### config.mk
export PLATFORM = sky130hd
export DESIGN_NAME = wb_arbiter
export DESIGN_NICKNAME = d
export VERILOG_FILES = /design/src/rtl/wb_arbiter.sv
export SDC_FILE = /design/constraint.sdc
export NUM_CORES = 1
export LEC_CHECK = 0
export CAP_MARGIN = 15
export CORE_AREA = 2 2 194 196
export CTS_CLUSTER_DIAMETER = 200
export DETAILED_ROUTE_END_ITERATION = 16
export DIE_AREA = 0 0 196 198
export PLACE_DENSITY = 0.68
export SLEW_MARGIN = 30
export SYNTH_ARGS = -nofsm -noshare
export SYNTH_HDL_FRONTEND = slang
export SYNTH_SLANG_ARGS = --single-unit
### constraint.sdc
create_clock -name clk -period 4.7 [get_ports clk]
set_clock_uncertainty 0.1 [all_clocks]
set_input_delay 0.705 -clock clk [delete_from_list [all_inputs] [get_ports clk]]
set_output_delay 0.705 -clock clk [all_outputs]
set_load 0.02 [all_outputs]
### src/rtl/wb_arbiter.sv
// Writeback arbiter: merges a single-entry ALU holding buffer and a 2-entry load
// FIFO onto the register file write port, with a starvation guard for the ALU entry.
module wb_arbiter #(
  parameter int XLEN         = 64,
  parameter int STARVE_LIMIT = 4,
  parameter int ZR_DISCARD   = 1
) (
  input  logic            clk,
  input  logic            rst,
  input  logic            flush,
  input  logic            alu_valid,
  output logic            alu_ready,
  input  logic [4:0]      alu_rd,
  input  logic [XLEN-1:0] alu_data,
  input  logic            mem_valid,
  output logic            mem_ready,
  input  logic [4:0]      mem_rd,
  input  logic [XLEN-1:0] mem_data,
  input  logic [1:0]      mem_size,
  input  logic            mem_signed,
  output logic            RegWrite,
  output logic [4:0]      Write_register,
  output logic [XLEN-1:0] Write_d,
  output logic [31:0]     pending
);

  localparam logic [3:0] LIMIT = 4'(STARVE_LIMIT);

  function automatic logic [XLEN-1:0] load_ext(input logic [XLEN-1:0] d,
                                               input logic [1:0] sz,
                                               input logic sgn);
    logic [XLEN-1:0] r;
    case (sz)
      2'd0:    r = {{(XLEN-8){sgn & d[7]}}, d[7:0]};
      2'd1:    r = {{(XLEN-16){sgn & d[15]}}, d[15:0]};
      2'd2:    r = {{(XLEN-32){sgn & d[31]}}, d[31:0]};
      default: r = d;
    endcase
    return r;
  endfunction

  logic            alu_full_q, alu_full_d;
  logic [4:0]      alu_rd_q, alu_rd_d;
  logic [XLEN-1:0] alu_data_q, alu_data_d;
  logic [4:0]      fifo_rd_q [2];
  logic [4:0]      fifo_rd_d [2];
  logic [XLEN-1:0] fifo_data_q [2];
  logic [XLEN-1:0] fifo_data_d [2];
  logic            wr_ptr_q, wr_ptr_d, rd_ptr_q, rd_ptr_d;
  logic [1:0]      cnt_q, cnt_d;
  logic [3:0]      starve_q, starve_d;
  logic            regwrite_q, regwrite_d;
  logic [4:0]      wreg_q, wreg_d;
  logic [XLEN-1:0] wd_q, wd_d;

  logic            sel_mem, sel_alu, sel, alu_push, mem_push;
  logic [4:0]      sel_rd;
  logic [XLEN-1:0] sel_data;

  assign alu_ready      = !alu_full_q;
  assign mem_ready      = (cnt_q < 2'd2);
  assign RegWrite       = regwrite_q;
  assign Write_register = wreg_q;
  assign Write_d        = wd_q;

  // Arbitration looks only at registered state; flush suppresses any selection.
  always_comb begin
    sel_mem  = !flush && (cnt_q != 2'd0) && (!alu_full_q || (starve_q < LIMIT));
    sel_alu  = !flush && !sel_mem && alu_full_q;
    sel      = sel_mem || sel_alu;
    sel_rd   = sel_mem ? fifo_rd_q[rd_ptr_q]   : alu_rd_q;
    sel_data = sel_mem ? fifo_data_q[rd_ptr_q] : alu_data_q;
    alu_push = alu_valid && alu_ready && !flush;
    mem_push = mem_valid && mem_ready && !flush;
  end

  always_comb begin
    alu_full_d  = alu_full_q;
    alu_rd_d    = alu_rd_q;
    alu_data_d  = alu_data_q;
    fifo_rd_d   = fifo_rd_q;
    fifo_data_d = fifo_data_q;
    wr_ptr_d    = wr_ptr_q ^ mem_push;
    rd_ptr_d    = rd_ptr_q ^ sel_mem;
    cnt_d       = cnt_q + 2'(mem_push) - 2'(sel_mem);
    starve_d    = starve_q;
    regwrite_d  = sel && !((ZR_DISCARD != 0) && (sel_rd == 5'd31));
    wreg_d      = wreg_q;
    wd_d        = wd_q;

    if (sel_alu) begin
      alu_full_d = 1'b0;
    end else if (alu_push) begin
      alu_full_d = 1'b1;
      alu_rd_d   = alu_rd;
      alu_data_d = alu_data;
    end

    if (mem_push) begin
      fifo_rd_d[wr_ptr_q]   = mem_rd;
      fifo_data_d[wr_ptr_q] = load_ext(mem_data, mem_size, mem_signed);
    end

    if (!alu_full_q || sel_alu) begin
      starve_d = 4'd0;
    end else if (sel_mem && (starve_q < LIMIT)) begin
      starve_d = starve_q + 4'd1;
    end

    if (sel) begin
      wreg_d = sel_rd;
      wd_d   = sel_data;
    end

    if (flush) begin
      alu_full_d = 1'b0;
      wr_ptr_d   = 1'b0;
      rd_ptr_d   = 1'b0;
      cnt_d      = 2'd0;
      starve_d   = 4'd0;
    end
  end

  // Hazard mask: held ALU entry, live FIFO entries, and the write on the port.
  always_comb begin
    pending = '0;
    if (alu_full_q) pending[alu_rd_q] = 1'b1;
    for (int i = 0; i < 2; i++) begin
      if ((cnt_q == 2'd2) || ((cnt_q == 2'd1) && (rd_ptr_q == 1'(i))))
        pending[fifo_rd_q[i]] = 1'b1;
    end
    if (regwrite_q) pending[wreg_q] = 1'b1;
  end

  always_ff @(posedge clk or posedge rst) begin
    if (rst) begin
      alu_full_q <= 1'b0;
      wr_ptr_q   <= 1'b0;
      rd_ptr_q   <= 1'b0;
      cnt_q      <= 2'd0;
      starve_q   <= 4'd0;
      regwrite_q <= 1'b0;
      wreg_q     <= 5'd0;
      wd_q       <= '0;
    end else begin
      alu_full_q <= alu_full_d;
      wr_ptr_q   <= wr_ptr_d;
      rd_ptr_q   <= rd_ptr_d;
      cnt_q      <= cnt_d;
      starve_q   <= starve_d;
      regwrite_q <= regwrite_d;
      wreg_q     <= wreg_d;
      wd_q       <= wd_d;
    end
  end

  // Payload storage is qualified by the control flops above, so it needs no reset.
  always_ff @(posedge clk) begin
    alu_rd_q    <= alu_rd_d;
    alu_data_q  <= alu_data_d;
    fifo_rd_q   <= fifo_rd_d;
    fifo_data_q <= fifo_data_d;
  end

endmodule

# After elaboration in Yosys (flattened, before gate mapping)
# Index checks and enable logic that the tools add are counted.
# classes
add_sub_neg,3
n_lt_le_gt_ge,13
n_eq_ne,5
muxes,37
n_bitwise,12
n_reduce_logical,31
# ops
cell,count
$mux W64,6
$pmux W64 S3,1
$bwmux W128,1
$mux W32,4
$or A32 B32 Y32,3
$demux W64 S1,1
$mux W5,5
$lt A5 B6 Y1 const B,4
$demux W1 S5,4
$ge A5 B1 Y1 const B,4
$logic_and A1 B1 Y1,17
$mux W4,3
$bwmux W10,1
$mux W1,9
$reduce_bool A3 Y1,2
$demux W5 S1,1
$eq A5 B5 Y1 const B,1
$logic_or A1 B1 Y1,5
$add A4 B1 Y4 const B,1
$eq A2 B1 Y1 const B,2
$eq A2 B2 Y1 const B,2
$ge A2 B2 Y1 const B,2
$logic_not A1 Y1,4
$lt A4 B3 Y1 const B,1
12 further kinds,17
# word_totals
ff_bits,286
inputBits,146
out_inout_bits,104
word_cells,115

# Depth between registers and ports, before layout
# logic_depth
ltp_word,11
ltp_mapped,10
ltp_nobuf,8

# Least setup slack after synthesis
# OpenSTA, ideal clock, no wires.
# synth_timing
kind,input to register
start,in flush
end,"reg alu_data_q[0], enable pin"
setup_time_ns,0.496
arrival_ns,3.975
required_time_ns,4.104
setup_slack_ns,0.128
cell_stages,3
n_path_buf,2
path_cell_list,clkbuf_1 -> clkbuf_1 -> nor2_1
# synth_via
elab_chain_cells,8
elab_cells_between_ends,9
classes_between,bitwise (1); reduce/logical (8)
# synth_lines
element,line_no,rtl
from (decl),10,"input logic flush,"
$logic_not A1 Y1 *,"68, 69, 73",
$logic_and A1 B1 Y1 (2 in series),68,sel_mem = !flush && (cnt_q != 2'd0) && (!alu_full_q || (starve_q < LIMIT));
$logic_not A1 Y1,69,sel_alu = !flush && !sel_mem && alu_full_q;
$logic_and A1 B1 Y1 (2 in series),69,
$not A1 Y1 (no source line),-,
$reduce_and A2 Y1 (no source line) *,-,
to (signal assigned),160,alu_data_q <= alu_data_d;
to (decl),44,"logic [XLEN-1:0] alu_data_q, alu_data_d;"
# Every way passes the cells marked *; elsewhere a longest branch is shown, timed or not.
# A chain may end at the register's enable or synchronous reset.

# Final worst setup path
# layout_timing
start,reg rd_ptr_q
end,out pending[21]
# layout_via
elab_chain_cells,8
elab_cells_between_ends,10
classes_between,mux (3); bitwise (3); reduce/logical (4)
# layout_lines
element,line_no,rtl
from (decl),49,"logic wr_ptr_q, wr_ptr_d, rd_ptr_q, rd_ptr_d;"
from (signal assigned),148,rd_ptr_q <= rd_ptr_d;
$not A1 Y1,129,if ((cnt_q == 2'd2) || ((cnt_q == 2'd1) && (rd_ptr_q == 1'(i))))
$logic_and A1 B1 Y1,129,
$logic_or A1 B1 Y1,129,
$mux W32,129,
$or A32 B32 Y32 (no source line),-,
$mux W32 *,129,
$or A32 B32 Y32 (no source line),-,
$mux W32 *,132,if (regwrite_q) pending[wreg_q] = 1'b1;
to (decl),24,output logic [31:0] pending
# Marks and branches as above.

==> summary.txt <==
Run status: finished clean
Area fraction of the dominant cell type after synthesis: 49.0%
Leakage Power: 5.70 nW
Critical Path Source Type: flip-flop
Number of warnings printed during yosys synthesis: 0
Critical Path Fanout Max: 61
Final standard cell count with taps included and fillers excluded: 1698
First drt pass iteration count: 5
Vert. Die Dim: 198 µm
Global placer's final weighted congestion: 0.914
WP data arrival: 3220 ps
Post-Syn Area per Cell: 12.6 µm²
Post-synthesis sequential area ratio: 64.6%
Max Freq: 248 MHz
Synth async-reset ratio: 27.6%
Sink count of the clock tree: 286
Distinct cells, synth: 48
Fin nets: 1352
Starting utilization of the core area: 34.3%
Actual slew at the worst max-slew pin: 988 ps
Ratio of total power to cell area: 529 nW/µm²
Worst setup path category: flip-flop to output pin
Global-route wire length before repair: 59.7 mm
Number of synthesized flops with an enable pin: 207
Chip Width: 196 µm
CP required: 3890 ps
Final Max Slew Viols: 0
Via count of the routed design: 9746
TritonCTS clock tree: yes
Pin count of the biggest net entering global routing: 87
Core Rows: 71
Reg2Reg Launch Point: rd_ptr_q$_DFF_PP0_
Via count of the first global-routing pass: 9885
R2R cell count: 4
Fraction of final layout cells with drive strength greater than 1: 6.87%
Root Buffer: clkbuf_16
CP Capture Type: output pin
Post-DR wirelength/cell: 23.1 µm
Initial drt markers: 693
Portion of the clock cycle consumed by the worst path in the final layout: 85.7%
Net Count, Synth: 1157
Final total negative setup slack: 0 ps
Endpoint of the worst-slack reg-to-reg timing path: Write_d[11]$_DFFE_PP0P_
Most area-hungry cell type in the Yosys netlist: edfxtp_1
Initial antenna violation count: 1
Hold-fix buffer count after cts: 0
Clock input transition at the sequential cells of the worst setup and hold paths: 60 ps
Full die area: 38800 µm²
Detail Placement HPWL: 24.8 mm
Register-to-Register Setup Slack: 1940 ps
Number of top-level pins: 250
Minimum clock period after layout: 4030 ps
Post-Syn Area: 12700 µm²
Max_slew headroom: 34.2%
Residual DRC count: 0
Number of instances resized during post-cts repair: 0
Largest cells by area after synthesis: edfxtp_1 (49%), dfrtp_1 (16%), a2111oi_0 (4.6%), o21ai_0 (4.3%), o31ai_1 (4.1%)
Buffers added on ports: 249
Area growth from synthesis to layout: 31.4%
Most used DFF post-synth: edfxtp_1
Endpoints failing hold: 0
Critical path launch point: rd_ptr_q$_DFF_PP0_
Worst hold slack: 332 ps
Clock latency at the later pin of the worst-skew pair: 540 ps
Number of instances in the synthesized netlist: 1006
Detailed-route vias per instance: 5.74
Global route total overflow: 0
Peak ir drop on the vdd network: 0.410 mV
Total GRT Usage: 19.9%
Num CTS Buffers: 29
MaxCap Viol Count: 0
Post-layout total power: 8.81 mW
Total wire length after detailed routing: 39.2 mm
Final setup violating endpoints: 0
Critical path destination: pending[21]
Unrepaired setup endpoints after global routing: false
Core Area: 37000 µm²
Flop and latch count out of synthesis: 286
Path type of the worst min-delay path: flip-flop to flip-flop
Maximum clock path buffer count: 3
Number of placed instances, taps included: 1644
H-tree Lvls: 1
Number of buffers added for setup after CTS: 0
Post-route ant nets: 0
sequential cells by signal (all words and copies together) (netlist names), 2 cells and up:
register	cells
alu_rd_q	5
Write_d	64
alu_data_q	64
Write_register	5
starve_q	4
cnt_q	2
fifo_rd_q	10
fifo_data_q	128
layout by cell type (no fill, tap or decap), drive strengths merged, types with 38 or more instances in the layout:
cell	count
o21ai	110
clkdlybuf4s50	248
a2111oi	67
edfxtp	207
o31ai	69
a21oi	72
nor2b	70
clkbuf	38
dfrtp	79
nand2	50
routing by layer:
layer,routed length (µm),vias to the layer above,GRT usage (%)
li1,-,4359,-
met5,0,-,0
met1,15900,4897,25.7
met3,2420,65,2.44
met4,956,0,5.50
met2,19900,425,35.2
through the flow:
stage,util [%],setup slack (ps),area [µm²]
after floorplan,-,128,12700
after global placement,42.0,1330,15500
after detailed placement,42.3,1300,15600
after CTS,45.0,711,16600
after global routing,45.1,477,16700
final,45.1,671,16700
layout make-up:
| type | instances | area, µm² |
|---|---|---|
| antenna | 1 | 2.50 |
| fill | 3370 | 20300 |
| sequential | 286 | 8200 |
| clock inverter | 15 | 199 |
| tap | 474 | 593 |
| timing repair buffer | 262 | 2650 |
| clock buffer | 38 | 830 |
| multi-input combinational | 613 | 4150 |
| inverter | 9 | 38.8 |
synthesized netlist by cell type, types with 5 or more instances:
| library cell | count |
|---|---|
| inv_1 | 9 |
| o21ai_0 | 108 |
| a2111oi_0 | 67 |
| clkbuf_1 | 70 |
| buf_2 | 22 |
| ha_1 | 5 |
| nand3_1 | 5 |
| dfrtp_1 | 79 |
| nor2_1 | 11 |
| a21o_1 | 16 |
| or4bb_1 | 5 |
| buf_1 | 6 |
| nand2_1 | 50 |
| o22ai_1 | 26 |
| edfxtp_1 | 207 |
| nor2b_1 | 70 |
| o32ai_1 | 6 |
| a221o_1 | 31 |
| a21oi_1 | 72 |
| o31ai_1 | 69 |
| nand4b_1 | 7 |
| nand2b_1 | 9 |
| nor3b_1 | 6 |
report_power, final:
part,switching (mW),internal (mW),total [mW]
clock network,0.967,1.51,2.47
logic,1.68,1.14,2.82
registers,0.351,3.17,3.52
total,3.00,5.81,8.81
worst min path at each step:
stage / startpoint / end / slack (ps) / cells past startpoint
after floorplan: starve_q[0]$_DFFE_PP0P_ / starve_q[0]$_DFFE_PP0P_ / 310 / 1
after global placement: starve_q[0]$_DFFE_PP0P_ / starve_q[0]$_DFFE_PP0P_ / 320 / 1
after detailed placement: starve_q[0]$_DFFE_PP0P_ / starve_q[0]$_DFFE_PP0P_ / 330 / 1
after CTS: starve_q[0]$_DFFE_PP0P_ / starve_q[0]$_DFFE_PP0P_ / 330 / 1
after global routing: starve_q[0]$_DFFE_PP0P_ / starve_q[0]$_DFFE_PP0P_ / 340 / 1
final: starve_q[0]$_DFFE_PP0P_ / starve_q[0]$_DFFE_PP0P_ / 330 / 1
worst max-delay path, stage by stage, from the launching register on:
cell and delay [ps]:
dfrtp_4 810, nand3b_1 330, a21boi_1 630, a221o_1 290, clkdlybuf4s50_1 610
cell families (layout without fill, tap and decap cells):
| kind of cell | Yosys count | in the layout | share of synthesized area [%] |
|---|---|---|---|
| AND/OR/NAND/NOR | 187 | 187 | 8.57 |
| XOR/XNOR | 3 | 3 | 0.207 |
| adder cells (fa/ha/maj) | 5 | 5 | 0.493 |
| other | 1 | 2 | 0.0296 |
| flip-flops | 286 | 286 | 64.6 |
| AO/OA/AOI/OAI | 415 | 415 | 22.5 |
| buffers and inverters | 107 | 324 | 3.38 |
| multiplexers | 2 | 2 | 0.158 |
Power figures use the tool's default switching activity.
